==> config.mk <==
export PLATFORM = sky130hd
export DESIGN_NAME = if2_fetch_ctrl
export DESIGN_NICKNAME = d
export VERILOG_FILES = /design/src/rtl/if2_fetch_ctrl_pkg.sv /design/src/rtl/if2_fetch_ctrl_sat_cnt16.sv /design/src/rtl/if2_fetch_ctrl.sv
export SDC_FILE = /design/constraint.sdc
export NUM_CORES = 1
export LEC_CHECK = 0
export CAP_MARGIN = 30
export CORE_UTILIZATION = 45
export DETAILED_ROUTE_END_ITERATION = 7
export DONT_BUFFER_PORTS = 1
export PLACE_DENSITY = 0.59
export SLEW_MARGIN = 20
export SYNTH_ARGS = -nofsm -noshare
export SYNTH_HDL_FRONTEND = slang
export SYNTH_SLANG_ARGS = --single-unit
==> constraint.sdc <==
create_clock -name clk -period 5.1 [get_ports clk]
set_input_delay 1.53 -clock clk [delete_from_list [all_inputs] [get_ports clk]]
set_output_delay 1.53 -clock clk [all_outputs]
set_load 0.05 [all_outputs]
==> src/rtl/if2_fetch_ctrl_pkg.sv <==
// Shared definitions for the IF2 fetch-stage controller: state encodings and
// the bubble instruction word.
package if2_fetch_ctrl_pkg;

  typedef enum logic [1:0] {
    IF2_IDLE  = 2'd0,
    IF2_WAIT  = 2'd1,
    IF2_HAVE  = 2'd2,
    IF2_DRAIN = 2'd3
  } if2_state_e;

  localparam logic [31:0] INST_NOP = 32'h0000_0000;

endpackage

==> src/rtl/if2_fetch_ctrl_sat_cnt16.sv <==
// 16-bit saturating event counter with enable; sticks at all-ones and only
// clears on reset, so it can be reused for other performance counters.
module sat_cnt16 (
  input  logic        clk,
  input  logic        rst_n,
  input  logic        en,
  output logic [15:0] count
);

  always_ff @(posedge clk or negedge rst_n) begin
    if (!rst_n) begin
      count <= 16'h0000;
    end else if (en && (count != 16'hFFFF)) begin
      count <= count + 16'd1;
    end
  end

endmodule

==> src/rtl/if2_fetch_ctrl.sv <==
// IF2 fetch-stage controller: holds the accepted PC, waits for the I-cache
// response, buffers it while decode stalls and discards responses killed by flush.
module if2_fetch_ctrl
  import if2_fetch_ctrl_pkg::*;
(
  input  logic        clk,
  input  logic        rst_n,
  input  logic        if1_valid,
  input  logic [31:0] if1_pc,
  input  logic        if1_branch_bp,
  input  logic        icache_rvalid,
  input  logic        icache_hit,
  input  logic [31:0] icache_rdata,
  input  logic        id_stall,
  input  logic        flush,
  output logic        if2_ready,
  output logic [31:0] if2_pc,
  output logic [31:0] if2_inst,
  output logic        if2_icache_hit,
  output logic        if2_branch_bp,
  output logic        if1_if2_cache_valid,
  output logic [15:0] if2_wait_cycles
);

  if2_state_e  state_q, state_d;
  logic [31:0] pc_q, inst_q;
  logic        hit_q, bp_q;
  logic        valid, transfer, accept, capture, wait_en;

  // Handshake terms; flush kills both the outgoing instruction and acceptance.
  always_comb begin
    valid    = !flush && ((state_q == IF2_HAVE) ||
                          ((state_q == IF2_WAIT) && icache_rvalid));
    transfer = valid && !id_stall;
    if2_ready = !flush && ((state_q == IF2_IDLE) || transfer);
    accept   = if1_valid && if2_ready;
    capture  = !flush && (state_q == IF2_WAIT) && icache_rvalid && id_stall;
    wait_en  = ((state_q == IF2_WAIT) || (state_q == IF2_DRAIN)) && !icache_rvalid;
  end

  always_ff @(posedge clk or negedge rst_n) begin
    if (!rst_n) begin
      state_q <= IF2_IDLE;
    end else begin
      state_q <= state_d;
    end
  end

  // Stray responses in IDLE/HAVE are protocol errors and leave state untouched.
  always_comb begin
    state_d = state_q;
    if (flush) begin
      case (state_q)
        IF2_WAIT:  state_d = icache_rvalid ? IF2_IDLE : IF2_DRAIN;
        IF2_DRAIN: state_d = icache_rvalid ? IF2_IDLE : IF2_DRAIN;
        default:   state_d = IF2_IDLE;
      endcase
    end else begin
      case (state_q)
        IF2_IDLE: begin
          if (accept) state_d = IF2_WAIT;
        end
        IF2_WAIT: begin
          if (icache_rvalid) begin
            if (id_stall)    state_d = IF2_HAVE;
            else if (accept) state_d = IF2_WAIT;
            else             state_d = IF2_IDLE;
          end
        end
        IF2_HAVE: begin
          if (!id_stall) state_d = accept ? IF2_WAIT : IF2_IDLE;
        end
        IF2_DRAIN: begin
          if (icache_rvalid) state_d = IF2_IDLE;
        end
        default: state_d = IF2_IDLE;
      endcase
    end
  end

  always_ff @(posedge clk or negedge rst_n) begin
    if (!rst_n) begin
      pc_q   <= 32'h0;
      bp_q   <= 1'b0;
      inst_q <= INST_NOP;
      hit_q  <= 1'b0;
    end else begin
      if (accept) begin
        pc_q <= if1_pc;
        bp_q <= if1_branch_bp;
      end
      if (capture) begin
        inst_q <= icache_rdata;
        hit_q  <= icache_hit;
      end
    end
  end

  // Payload muxes: buffered copy in HAVE, live cache data in WAIT, bubble otherwise.
  always_comb begin
    if2_inst       = INST_NOP;
    if2_icache_hit = 1'b0;
    if (valid) begin
      if (state_q == IF2_HAVE) begin
        if2_inst       = inst_q;
        if2_icache_hit = hit_q;
      end else begin
        if2_inst       = icache_rdata;
        if2_icache_hit = icache_hit;
      end
    end
  end

  assign if2_pc              = pc_q;
  assign if2_branch_bp       = bp_q;
  assign if1_if2_cache_valid = valid;

  sat_cnt16 u_wait_cnt (
    .clk   (clk),
    .rst_n (rst_n),
    .en    (wait_en),
    .count (if2_wait_cycles)
  );

endmodule

Yosys cells after proc, flatten, opt, wreduce, memory -nomap -nowiden
Cells that the tools add are included.
{ "op_classes": {"reduce_logical": 19, "n_addsub": 1, "mux": 14, "eq_ne": 8} }
{ "op_table": {"columns": ["cell", "n"], "rows": [
  ["$mux W32", 2],
  ["$add A16 B1 Y16 const B", 1],
  ["$mux W2", 8],
  ["$ne A16 B16 Y1 const B", 1],
  ["$ne A3 B3 Y1 const B", 4],
  ["$logic_and A1 B1 Y1", 10],
  ["$pmux W2 S4", 1],
  ["$eq A2 B2 Y1 const B", 2],
  ["$reduce_and A4 Y1", 1],
  ["$logic_not A1 Y1", 3],
  ["$logic_or A1 B1 Y1", 3],
  ["$mux W1", 3],
  ["$eq A2 B1 Y1 const B", 1],
  ["$logic_not A2 Y1", 1],
  ["$reduce_or A2 Y1", 1]
]} }
{ "totals": {"out_inout_bits": 84, "wordCells": 48, "register_bits": 84, "input_bits": 72} }

Logic depth before layout (Yosys ltp)
Gate-level depths: netlist of run 1.
{ "depth": {"depth_word": 13, "mapped_depth": 6, "mapped_depth_nobuf": 5} }

By module
Synthesis of run 1 repeated with hierarchy kept, for this count alone.
{ "unflattened": {"hier_cells": 342, "area_unflattened_um2": 4003.8} }
{ "by_module_without_submodules": {"columns": ["mod", "cells_each", "area_each_um2", "n_inst"], "rows": [
  ["if2_fetch_ctrl", 270, 3144.3, 1],
  ["sat_cnt16", 72, 859.6, 1]
]} }

Worst setup path before layout of run 1
Ideal clock, no wire load.
{ "synth_timing": {"path_kind": "in2out", "startpoint": "in icache_rvalid", "endpoint": "out if2_inst[22]", "path_buffers": 1, "arrival_ns": 2.784, "stages": 5, "required_time_ns": 3.570, "slack_ns": 0.786, "cell_sequence": "nand3b_1 > nand2_1 > nand2_1 > clkbuf_1 > a21oi_1"} }
{ "synth_via": {"elab_chain_len": 4} }
{ "synth_lines": {"columns": ["element", "line", "rtl"], "rows": [
  ["start: declaration", "if2_fetch_ctrl.sv:11", "input logic icache_rvalid,"],
  ["$logic_and A1 B1 Y1", "if2_fetch_ctrl.sv:33", "((state_q == IF2_WAIT) && icache_rvalid));"],
  ["$logic_or A1 B1 Y1", "if2_fetch_ctrl.sv:32", "valid = !flush && ((state_q == IF2_HAVE) ||"],
  ["$logic_and A1 B1 Y1", "if2_fetch_ctrl.sv:32", null],
  ["$mux W32", "if2_fetch_ctrl.sv:103", "if (valid) begin"],
  ["end: declaration", "if2_fetch_ctrl.sv:18", "output logic [31:0] if2_inst,"]
]} }
No other way between the ends.

Worst setup path after layout of run 1
{ "layout_timing": {"startpoint": "in id_stall", "endpoint": "out if2_ready"} }
{ "layout_via": {"elab_chain_len": 4} }
{ "layout_lines": {"columns": ["element", "line", "rtl"], "rows": [
  ["start: declaration", "if2_fetch_ctrl.sv:14", "input logic id_stall,"],
  ["$logic_not A1 Y1", null, null],
  ["$logic_and A1 B1 Y1", "if2_fetch_ctrl.sv:34", "transfer = valid && !id_stall;"],
  ["$logic_or A1 B1 Y1", "if2_fetch_ctrl.sv:35", "if2_ready = !flush && ((state_q == IF2_IDLE) || transfer);"],
  ["$logic_and A1 B1 Y1", "if2_fetch_ctrl.sv:35", null],
  ["end: declaration", "if2_fetch_ctrl.sv:16", "output logic if2_ready,"]
]} }
No other way between the ends.

==> tab_implementation.tex, run 1 <==
\begin{tabular}{lr}
\hline
Metric & Value \\
\hline
\multicolumn{2}{l}{\textbf{Floorplan}} \\
Std cell rows & 33 \\
Y dimension of the die & 96.0 um \\
Area of the core & 8380 um2 \\
Die area & 9210 um2 \\
I/O pin count & 156 \\
Initial cell density of the core & 47.4\% \\
Width of the chip & 96.0 um \\
\multicolumn{2}{l}{\textbf{Logic synthesis}} \\
Async set or reset register ratio after synthesis & 100\% \\
Post-synthesis cell type count & 35 \\
Top post-synthesis cells by area & dfrtp\_1 53\%, mux2\_4 11\%, mux2\_2 11\% \\
Yosys warns & 0 \\
Avg Inst Size Synth & 11.6 um2 \\
Synth Net Count & 417 \\
Area share of the largest cell type after synthesis & 52.9\% \\
Number of enable flip-flop cells after synthesis & 0 \\
Register bit total from synthesis & 84 \\
Most common cell in the netlist & dfrtp\_1 \\
Most instantiated flip-flop cell in the synthesis netlist & dfrtp\_1 \\
Cells after synthesis & 344 \\
Area of the mapped netlist & 3970 um2 \\
Sequential-to-total area share from yosys stat & 52.9\% \\
Post-synthesis cell type with the largest combined area & dfrtp\_1 \\
Top cells by count, synth & 84 x dfrtp\_1, 77 x nand2\_1, 38 x mux2\_2, 33 x a21oi\_1, 30 x mux2\_4 \\
\multicolumn{2}{l}{\textbf{Timing}} \\
Final period demand of the worst path & 4.02 ns \\
Worst Tran Pin Value & 0.874 ns \\
Part of the cycle the worst path needs & 78.8\% \\
F\_max & 249 MHz \\
Final setup violation count & 0 \\
Number of max-slew violations in the final report & 0 \\
Worst slew margin relative to its limit & 41.2\% \\
Total count of hold-check failures in the final report & 0 \\
Clock skew after layout & 0.00606 ns \\
RSZ-0062 raised after global routing & no \\
Fin worst setup slack & 1.08 ns \\
Post-Route Setup TNS & 0 ns \\
Min Hold Slack & 0.510 ns \\
\multicolumn{2}{l}{\textbf{Pwr}} \\
Overall power after layout & 2.08 mW \\
Leakage & 2.19 nW \\
Maximum resistive drop on vdd & 0.000272 V \\
Power density over cell area & 463 nW/um2 \\
\multicolumn{2}{l}{\textbf{Cells and area}} \\
Synthesis-to-finish area growth & 13.1\% \\
Fraction of final layout cells with drive strength greater than 1 & 33.2\% \\
Number of non-filler instances in the completed layout & 484 \\
Antenna Diode Count & 0 \\
Nets & 448 \\
\multicolumn{2}{l}{\textbf{Routing}} \\
DRC & 0 \\
TritonRoute pass-1 iters & 4 \\
Iter 0 DRT Violations & 117 \\
Count of nets left with antenna violations after detail routing & 0 \\
Vias per std cell & 5.42 \\
Post-Route WL & 7900 um \\
Post-detailed-route wirelength per cell & 16.3 um \\
Vias & 2622 \\
\multicolumn{2}{l}{\textbf{Critical path}} \\
Type of the setup path with the least slack & in -> out \\
Critical-path top delay cell & a21oi\_2 \\
Data required time of the critical path & 3.57 ns \\
CP Cell Sequence & or3b\_1 -> a21oi\_2 \\
Cell class contributing the biggest share of worst-path delay & compound AO/OA/AOI/OAI gates \\
Kind of start point of the critical path & primary input \\
Endpoint of the lowest-slack register-to-register path & u\_wait\_cnt.count[6] \\
Register-to-Register Setup Slack & 2.51 ns \\
Critical Path Max Stage Delay & 0.60 ns \\
Kind of capture point of the worst setup path & output port \\
Worst endpoint data arrival time & 2.49 ns \\
Reg-to-reg startpoint & u\_wait\_cnt.count[0] \\
Buffers and inverters on the worst path & 0 \\
Maximum fanout count along the critical path & 4 \\
Reg2reg path depth & 6 \\
\multicolumn{2}{l}{\textbf{Global route}} \\
Met1 Usage GRT & 20.7\% \\
Highest-utilization routing layer at the global route stage & met2 \\
Global-route wire length before repair & 12200 um \\
Overall global routing resource usage & 17.6\% \\
Number of antenna violations at the first check in global routing & 0 \\
Grt ovf & 0 \\
Met3 global-route usage & 8.06\% \\
Vias in the first global route & 2527 \\
Met2 track demand over resource in global routing & 28.2\% \\
Pin count of the biggest net entering global routing & 85 \\
\multicolumn{2}{l}{\textbf{Clock network}} \\
H-tree depth & 3 \\
Number of clock sinks & 84 \\
Buffer cell driving the clock tree root & clkbuf\_8 \\
Insertion delay of the later-clocked pin in the worst-skew pair & 0.34 ns \\
Number of CTS-inserted buffers & 9 \\
Clock-pin slew reported for the worst setup and hold paths after clock tree synthesis & 0.08 ns \\
Number of buffers inserted to repair setup after CTS & 0 \\
Clock buffer depth & 2 \\
Hold bufs inserted after CTS & 0 \\
CTS tree & yes \\
Post-cts resize count & 0 \\
\multicolumn{2}{l}{\textbf{Hold path}} \\
Hold Path Class & reg -> reg \\
Endpoint of the worst hold path & inst\_q[30] \\
WHS Path Cells & 1 \\
Source of the worst hold timing path & inst\_q[30] \\
\multicolumn{2}{l}{\textbf{Placement}} \\
Weighted congestion at the end of routability-driven global placement & 0.754 \\
Pre-CTS setup slack & 1.08 ns \\
Placed Cells incl. Taps & 469 \\
Hpwl dp & 5510 um \\
Number of port buffers & 0 \\
\multicolumn{2}{l}{\textbf{Flow run}} \\
Number of maximum-capacitance constraint violations & 0 \\
\multicolumn{2}{l}{\textbf{Status}} \\
Status & completed \\
\hline
\end{tabular}
[how the worst max path moves through the flow]
| stage | endpoint | start | cells after the start | slack (ns) |
|---|---|---|---|---|
| floorplan | if2_inst[22] | icache_rvalid | 5 | 0.79 |
| detailed placement | if2_ready | id_stall | 2 | 1.08 |
| global placement | if2_ready | id_stall | 2 | 1.08 |
| finish | if2_ready | id_stall | 2 | 1.08 |
| global route | if2_inst[0] | icache_rvalid | 6 | 1.03 |
| CTS | if2_ready | id_stall | 2 | 1.07 |
[registers in the layout, summed over array words and instances, names as in the netlist]
signal,count
u_wait_cnt.count,16
if2_pc,32
inst_q,32
if2_branch_bp,1
state_q,2
hit_q,1
[layer usage]
metal	vias to the layer above	share of wire, %
met2	126	47
met5	-	0
met4	0	0.91
met3	5	12
li1	1238	-
met1	1253	40
[layout by cell type (no fill, tap or decap), types with 3 or more instances in the layout]
master	count
nor3_1	5
mux2_4	30
nand2_1	77
clkbuf_8	10
clkinv_2	3
nand4_1	5
and3_1	3
nor2_1	3
mux2_2	38
xor2_1	12
dfrtp_1	84
buf_4	39
a21oi_1	33
nand3_1	6
[report_power, final]
group          internal, mW  switching (mW)
clock                 0.235           0.225
combinational         0.211           0.162
sequential            0.834           0.416
[final cells by class]
type | instances | area, um2
clock inverter | 5 | 52.6
tap | 105 | 131
clock buffer | 10 | 138
multi-input combinational | 239 | 1770
sequential | 84 | 2100
timing repair buffer | 39 | 293
inverter | 2 | 7.51
fill | 744 | 3890
[cells by family after synthesis]
group / synth area share (%)
compound gates: 5.20
xor+xnor: 3.09
fa+ha+maj: 0.315
buf+inv: 2.71
flops: 52.9
mux: 22.1
simple gates: 13.7
[through the flow]
stage / utilization (%) / area [um2]
after floorplan: - / 3970
after global placement: 51.3 / 4300
after detailed placement: 51.3 / 4300
after CTS: 53.6 / 4490
after global routing: 53.6 / 4490
final: 53.6 / 4490
Power figures use the tool's default switching activity.
==> run 2, diff against run 1 <==
--- a/config.mk
+++ b/config.mk
@@ -9,7 +9,7 @@
 export CORE_UTILIZATION = 45
 export DETAILED_ROUTE_END_ITERATION = 7
 export DONT_BUFFER_PORTS = 1
-export PLACE_DENSITY = 0.59
+export PLACE_DENSITY = 0.61
 export SLEW_MARGIN = 20
 export SYNTH_ARGS = -nofsm -noshare
 export SYNTH_HDL_FRONTEND = slang
==> constraint.sdc (replaced) <==
create_clock -name clk -period 3.6 [get_ports clk]
set_input_delay 1.08 -clock clk [delete_from_list [all_inputs] [get_ports clk]]
set_output_delay 1.08 -clock clk [all_outputs]
set_load 0.05 [all_outputs]
==> run 2 against run 1 <==
  * Sequential cell count unchanged
  * Critical endpoint is now if2_inst[16]
  * Total power up 42%
  * Core utilization up 0.36 points
  * Highest routed layer unchanged
  * Cell count up 1.0%
  * Global-route usage up 0.37 points
  * Setup slack worse by 0.47 ns
  * Largest cell class unchanged
  * Die area unchanged
  * Via count up 0.38%
  * Register-to-register slack worse by 1.1 ns
==> tab_implementation.tex, run 2 (synthesized netlist as in run 1, its figures left out) <==
\begin{tabular}{lr}
\hline
Metric & Value \\
\hline
\multicolumn{2}{l}{\textbf{Global route}} \\
Number of antenna violations at the first check in global routing & 0 (unchanged) \\
Overall global routing resource usage & 18.0\% (+0.37 points) \\
Grt ovf & 0 (unchanged) \\
Global-route wire length before repair & 12400 um (+1.8\%) \\
Pin count of the biggest net entering global routing & 85 (unchanged) \\
Vias in the first global route & 2592 (+2.6\%) \\
\multicolumn{2}{l}{\textbf{Timing}} \\
Total count of hold-check failures in the final report & 0 (unchanged) \\
RSZ-0062 raised after global routing & no \\
Clock skew after layout & 0.0176 ns (+0.0115 ns) \\
F\_max & 334 MHz \\
Worst slew margin relative to its limit & 57.5\% (+16 points) \\
Number of max-slew violations in the final report & 0 (unchanged) \\
Worst Tran Pin Value & 0.637 ns (-0.236 ns) \\
Post-Route Setup TNS & 0 ns (unchanged) \\
Final period demand of the worst path & 2.99 ns \\
Fin worst setup slack & 0.607 ns (-0.472 ns) \\
Part of the cycle the worst path needs & 83.1\% \\
Final setup violation count & 0 (unchanged) \\
\multicolumn{2}{l}{\textbf{Routing}} \\
TritonRoute pass-1 iters & 4 (unchanged) \\
Iter 0 DRT Violations & 101 (-14\%) \\
Vias & 2632 (+0.38\%) \\
Post-Route WL & 7990 um (+1.1\%) \\
Count of nets left with antenna violations after detail routing & 0 (unchanged) \\
Vias per std cell & 5.38 (-0.65\%) \\
DRC & 0 (unchanged) \\
Post-detailed-route wirelength per cell & 16.3 um (+0.10\%) \\
\multicolumn{2}{l}{\textbf{Pwr}} \\
Switching power & 1.15 mW (+43\%) \\
Combinational power share & 18.1\% (+0.2 points) \\
Internal Dissipation & 1.81 mW (+41\%) \\
Maximum resistive drop on vdd & 0.000322 V (+18\%) \\
Part of the total power dissipated in sequential elements & 60.0\% (about the same) \\
Clock group share of total power & 21.9\% (-0.2 points) \\
Power density over cell area & 653 nW/um2 (+41\%) \\
Leakage & 2.21 nW (+0.98\%) \\
Switching part of the total power & 38.9\% (+0.34 points) \\
\multicolumn{2}{l}{\textbf{Clock network}} \\
Buffer cell driving the clock tree root & clkbuf\_8 \\
H-tree depth & 3 (unchanged) \\
Number of CTS-inserted buffers & 9 (unchanged) \\
Clock buffer depth & 2 (unchanged) \\
Insertion delay of the later-clocked pin in the worst-skew pair & 0.34 ns (about the same) \\
Number of buffers inserted to repair setup after CTS & 0 (unchanged) \\
Number of clock sinks & 84 (unchanged) \\
CTS tree & yes \\
Clock-pin slew reported for the worst setup and hold paths after clock tree synthesis & 0.09 ns (about the same) \\
Post-cts resize count & 0 (unchanged) \\
Hold bufs inserted after CTS & 0 (unchanged) \\
\multicolumn{2}{l}{\textbf{Cells and area}} \\
Most frequent standard cell in the layout excluding fill and tap cells & dfrtp\_1 \\
Number of non-filler instances in the completed layout & 489 (+1.0\%) \\
Fraction of final layout cells with drive strength greater than 1 & 33.9\% (+0.61 points) \\
Nets & 452 (+0.89\%) \\
Synthesis-to-finish area growth & 13.8\% \\
Final core utilization & 54.0\% (+0.36 points) \\
Antenna Diode Count & 0 (unchanged) \\
Most frequent cells in the layout & 84 x dfrtp\_1, 77 x nand2\_1, 43 x buf\_4 \\
\multicolumn{2}{l}{\textbf{Hold path}} \\
Hold Path Class & in -> async \\
\multicolumn{2}{l}{\textbf{Critical path}} \\
Worst endpoint data arrival time & 1.91 ns (-0.58 ns) \\
Data required time of the critical path & 2.52 ns (-1.05 ns) \\
Kind of start point of the critical path & register \\
Kind of capture point of the worst setup path & output port \\
Type of the setup path with the least slack & reg -> out \\
Maximum fanout count along the critical path & 15 (+11) \\
\multicolumn{2}{l}{\textbf{Placement}} \\
Pre-CTS setup slack & 0.601 ns (-0.476 ns) \\
Weighted congestion at the end of routability-driven global placement & 0.774 (+2.7\%) \\
Number of port buffers & 0 (unchanged) \\
Placed Cells incl. Taps & 473 (+0.85\%) \\
Hpwl dp & 5730 um (+4.0\%) \\
\multicolumn{2}{l}{\textbf{Floorplan}} \\
Width of the chip & 96.0 um (unchanged) \\
Initial cell density of the core & 47.4\% (unchanged) \\
I/O pin count & 156 (unchanged) \\
Std cell rows & 33 (unchanged) \\
Die area & 9210 um2 (unchanged) \\
Y dimension of the die & 96.0 um (unchanged) \\
Area of the core & 8380 um2 (unchanged) \\
\multicolumn{2}{l}{\textbf{Flow run}} \\
Number of maximum-capacitance constraint violations & 0 (unchanged) \\
\multicolumn{2}{l}{\textbf{Status}} \\
Status & completed \\
\hline
\end{tabular}
-- run 2: cell count changes in the layout (fill, tap and decap cells not counted), sizes merged --
cell,before,now
buf,39,43
clkinv,3,4
clkinvlp,1,0
inv,2,3
-- run 2: power by group through the flow --
stage | Combinational (mW) | Sequential, mW | Clock, mW
after CTS | 0.541 | 1.78 | 0.677
after global placement | 0.525 | 1.79 | 0
after floorplan | 0.467 | 1.74 | 0
after detailed placement | 0.543 | 1.79 | 0
final | 0.534 | 1.77 | 0.647
after global routing | 0.583 | 1.81 | 0.718
-- run 2: through the flow --
step	hold slack (ns)	cell area (um2)	power [mW]
final	0.422	4520	2.96
after global routing	0.390	4520	3.11
after CTS	0.397	4520	2.99
after detailed placement	0.496	4330	2.33
after global placement	0.489	4330	2.31
after floorplan	0.481	3970	2.21
-- run 2: layout make-up --
type / instances / area [um2]
Clock buffer: 10 / 128
Clock inverter: 6 / 62.6
Fill cell: 736 / 3860
Inverter: 2 / 7.51
Multi-Input combinational cell: 239 / 1770
Sequential cell: 84 / 2100
Tap cell: 105 / 131
Timing Repair Buffer: 43 / 323
-- run 2: path summary, 6_finish.rpt --
kind / start / endpoint / slack (ns) / cells past startpoint
setup / recovery: state_q[0] / if2_inst[16] / 0.61 / 7
hold / removal: rst_n / inst_q[27] / 0.42 / 0
setup reg to reg: u_wait_cnt.count[0] / u_wait_cnt.count[14] / 1.37 / 5
hold reg to reg: inst_q[26] / inst_q[26] / 0.51 / 1
max in group asynchronous: rst_n / u_wait_cnt.count[14] / 3.05 / 0
min in group clk: inst_q[26] / inst_q[26] / 0.51 / 1
-- run 2: per-layer routing --
layer  global-route usage, %  wire, um  share of wire (%)
met4                    7.21       104                1.3
met3                    6.40       781                9.8
met1                    22.8      3460                 43
met5                       0         0                  0
met2                    28.0      3640                 46
-- run 2: critical path: stages, from the launching register on --
cell and delay (ns):
dfrtp_1 0.46, nand2b_1 0.19, buf_4 0.20, nand2_1 0.07
nand2_1 0.07, buf_4 0.20, a21oi_1 0.16, buf_4 0.22
==> run 3, diff against run 2 <==
--- a/config.mk
+++ b/config.mk
@@ -9,7 +9,7 @@
 export CORE_UTILIZATION = 45
 export DETAILED_ROUTE_END_ITERATION = 7
 export DONT_BUFFER_PORTS = 1
-export PLACE_DENSITY = 0.61
+export PLACE_DENSITY = 0.59
 export SLEW_MARGIN = 20
 export SYNTH_ARGS = -nofsm -noshare
 export SYNTH_HDL_FRONTEND = slang
==> constraint.sdc (replaced) <==
create_clock -name clk -period 3 [get_ports clk]
set_input_delay 0.9 -clock clk [delete_from_list [all_inputs] [get_ports clk]]
set_output_delay 0.9 -clock clk [all_outputs]
set_load 0.05 [all_outputs]
==> run 3 against run 2 <==
  * Cell area decreased by 0.50%
  * First-iteration DRC count increased by 8.9%
  * Routed wire length increased by 0.58%
  * Sequential cell count unchanged
  * Sequential share of layout area increased by 0.23 points
  * Critical path depth decreased by 1
  * Clock skew decreased by 0.0079 ns
  * Register-to-register slack got worse by 0.51 ns
  * Count of clock-buffer cells in the layout increased by 1
==> tab_implementation.tex, run 3 (synthesized netlist as in run 1, its figures left out) <==
\begin{tabular}{lr}
\hline
Metric & Value \\
\hline
\multicolumn{2}{l}{\textbf{Clock network}} \\
Hold bufs inserted after CTS & 0 (unchanged) \\
H-tree depth & 3 (unchanged) \\
CTS tree & yes \\
Post-cts resize count & 0 (unchanged) \\
Number of buffers inserted to repair setup after CTS & 0 (unchanged) \\
Buffer cell driving the clock tree root & clkbuf\_8 \\
Insertion delay of the later-clocked pin in the worst-skew pair & 0.34 ns (about the same) \\
Clock buffer depth & 2 (unchanged) \\
Clock-pin slew reported for the worst setup and hold paths after clock tree synthesis & 0.08 ns (about the same) \\
Number of CTS-inserted buffers & 9 (unchanged) \\
Number of clock sinks & 84 (unchanged) \\
\multicolumn{2}{l}{\textbf{Flow run}} \\
Number of maximum-capacitance constraint violations & 0 (unchanged) \\
\multicolumn{2}{l}{\textbf{Routing}} \\
Post-detailed-route wirelength per cell & 16.5 um (+0.78\%) \\
Count of nets left with antenna violations after detail routing & 0 (unchanged) \\
Iter 0 DRT Violations & 110 (+8.9\%) \\
Vias & 2616 (-0.61\%) \\
Vias per std cell & 5.36 (-0.40\%) \\
Post-Route WL & 8040 um (+0.58\%) \\
TritonRoute pass-1 iters & 4 (unchanged) \\
DRC & 0 (unchanged) \\
\multicolumn{2}{l}{\textbf{Pwr}} \\
Maximum resistive drop on vdd & 0.000447 V (+39\%) \\
Power density over cell area & 771 nW/um2 (+18\%) \\
Leakage & 2.19 nW (-0.69\%) \\
Overall power after layout & 3.47 mW (+17\%) \\
\multicolumn{2}{l}{\textbf{Cells and area}} \\
Total area of multi-input combinational cells & 1770 um2 (unchanged) \\
Total area of sequential cells & 2100 um2 (unchanged) \\
Nets & 452 (unchanged) \\
Antenna Diode Count & 0 (unchanged) \\
Fraction of final layout cells with drive strength greater than 1 & 33.7\% (-0.17 points) \\
Number of non-filler instances in the completed layout & 488 (-0.20\%) \\
Final core utilization & 53.7\% (-0.27 points) \\
Synthesis-to-finish area growth & 13.3\% \\
Most frequent cells in the layout & 84 x dfrtp\_1, 77 x nand2\_1, 43 x buf\_4 \\
Filler cells & 747 (+1.5\%) \\
Most frequent standard cell in the layout excluding fill and tap cells & dfrtp\_1 \\
\multicolumn{2}{l}{\textbf{Floorplan}} \\
Initial cell density of the core & 47.4\% (unchanged) \\
Std cell rows & 33 (unchanged) \\
I/O pin count & 156 (unchanged) \\
Area of the core & 8380 um2 (unchanged) \\
Width of the chip & 96.0 um (unchanged) \\
Y dimension of the die & 96.0 um (unchanged) \\
Die area & 9210 um2 (unchanged) \\
\multicolumn{2}{l}{\textbf{Global route}} \\
Met2 track demand over resource in global routing & 27.6\% (-0.42 points) \\
Overall global routing resource usage & 18.0\% (+0.073 points) \\
Number of antenna violations at the first check in global routing & 0 (unchanged) \\
Global-route wire length before repair & 12600 um (+1.1\%) \\
Grt ovf & 0 (unchanged) \\
Met1 Usage GRT & 23.0\% (+0.16 points) \\
Highest-utilization routing layer at the global route stage & met2 \\
Pin count of the biggest net entering global routing & 85 (unchanged) \\
Met3 global-route usage & 7.66\% (+1.3 points) \\
Vias in the first global route & 2637 (+1.7\%) \\
\multicolumn{2}{l}{\textbf{Placement}} \\
Number of port buffers & 0 (unchanged) \\
Placed Cells incl. Taps & 473 (unchanged) \\
Weighted congestion at the end of routability-driven global placement & 0.762 (-1.6\%) \\
Hpwl dp & 5740 um (+0.12\%) \\
\multicolumn{2}{l}{\textbf{Timing}} \\
Final setup violation count & 0 (unchanged) \\
Total count of hold-check failures in the final report & 0 (unchanged) \\
F\_max & 373 MHz \\
Worst slew margin relative to its limit & 55.7\% (-1.9 points) \\
Worst Tran Pin Value & 0.665 ns (+0.0279 ns) \\
Min Hold Slack & 0.241 ns (-0.181 ns) \\
Number of max-slew violations in the final report & 0 (unchanged) \\
Part of the cycle the worst path needs & 89.4\% \\
Clock skew after layout & 0.00969 ns (-0.00788 ns) \\
RSZ-0062 raised after global routing & no \\
Final period demand of the worst path & 2.68 ns \\
\multicolumn{2}{l}{\textbf{Critical path}} \\
CP Cell Sequence & nand2b\_1 -> nand2\_1 -> nand2\_1 -> buf\_4 -> a21oi\_1 -> buf\_4 \\
Critical Path Max Stage Delay & 0.46 ns (about the same) \\
Critical-path top delay cell & dfrtp\_1 \\
Type of the setup path with the least slack & reg -> out \\
Worst endpoint data arrival time & 1.78 ns (-0.13 ns) \\
Maximum fanout count along the critical path & 19 (+4) \\
Data required time of the critical path & 2.10 ns (-0.42 ns) \\
Kind of start point of the critical path & register \\
Kind of capture point of the worst setup path & output port \\
\multicolumn{2}{l}{\textbf{Hold path}} \\
Hold Path Class & in -> async \\
\multicolumn{2}{l}{\textbf{Status}} \\
Status & completed \\
\hline
\end{tabular}
[run 3: worst paths after layout]
check / from / to / cells after the start / slack [ns]
max: state_q[0] / if2_inst[17] / 6 / 0.32
min in group clk: inst_q[8] / inst_q[8] / 1 / 0.51
max reg2reg: u_wait_cnt.count[0] / u_wait_cnt.count[14] / 5 / 0.86
min reg2reg: inst_q[8] / inst_q[8] / 1 / 0.51
max in group asynchronous: rst_n / inst_q[9] / 0 / 2.59
min: rst_n / inst_q[25] / 0 / 0.24
[run 3: power breakdown]
group	internal [mW]	switching [mW]
Clock	0.318	0.382
Combinational	0.365	0.277
Sequential	1.42	0.710
[run 3: layer usage]
layer  routed length, um  share of wire (%)
met2                3700                 46
met1                3400                 42
met4                  94                1.2
met3                 845                 11
met5                   0                  0
[run 3: cell type report]
| class | instances | area share, % |
|---|---|---|
| flip-flops and latches | 84 | 46.7 |
| clock buffers | 11 | 3.14 |
| repair buffers | 43 | 7.17 |
| multi-input cells | 239 | 39.3 |
| well taps | 105 | 2.92 |
| inverters | 2 | 0.167 |
| clock inverters | 4 | 0.584 |
[run 3: critical path, delay by kind of cell (launching register included)]
kind,cells,cell delay (ns)
flops,1,0.46
simple gates,3,0.36
buf+inv,2,0.43
compound gates,1,0.19
[run 3: per-stage QoR]
stage | TNS [ns] | area [um2] | setup WS (ns)
floorplan | -1.56 | 3970 | -0.0540
global placement | 0 | 4330 | 0.328
detailed placement | 0 | 4330 | 0.353
CTS | 0 | 4500 | 0.313
global route | 0 | 4500 | 0.206
finish | 0 | 4500 | 0.319
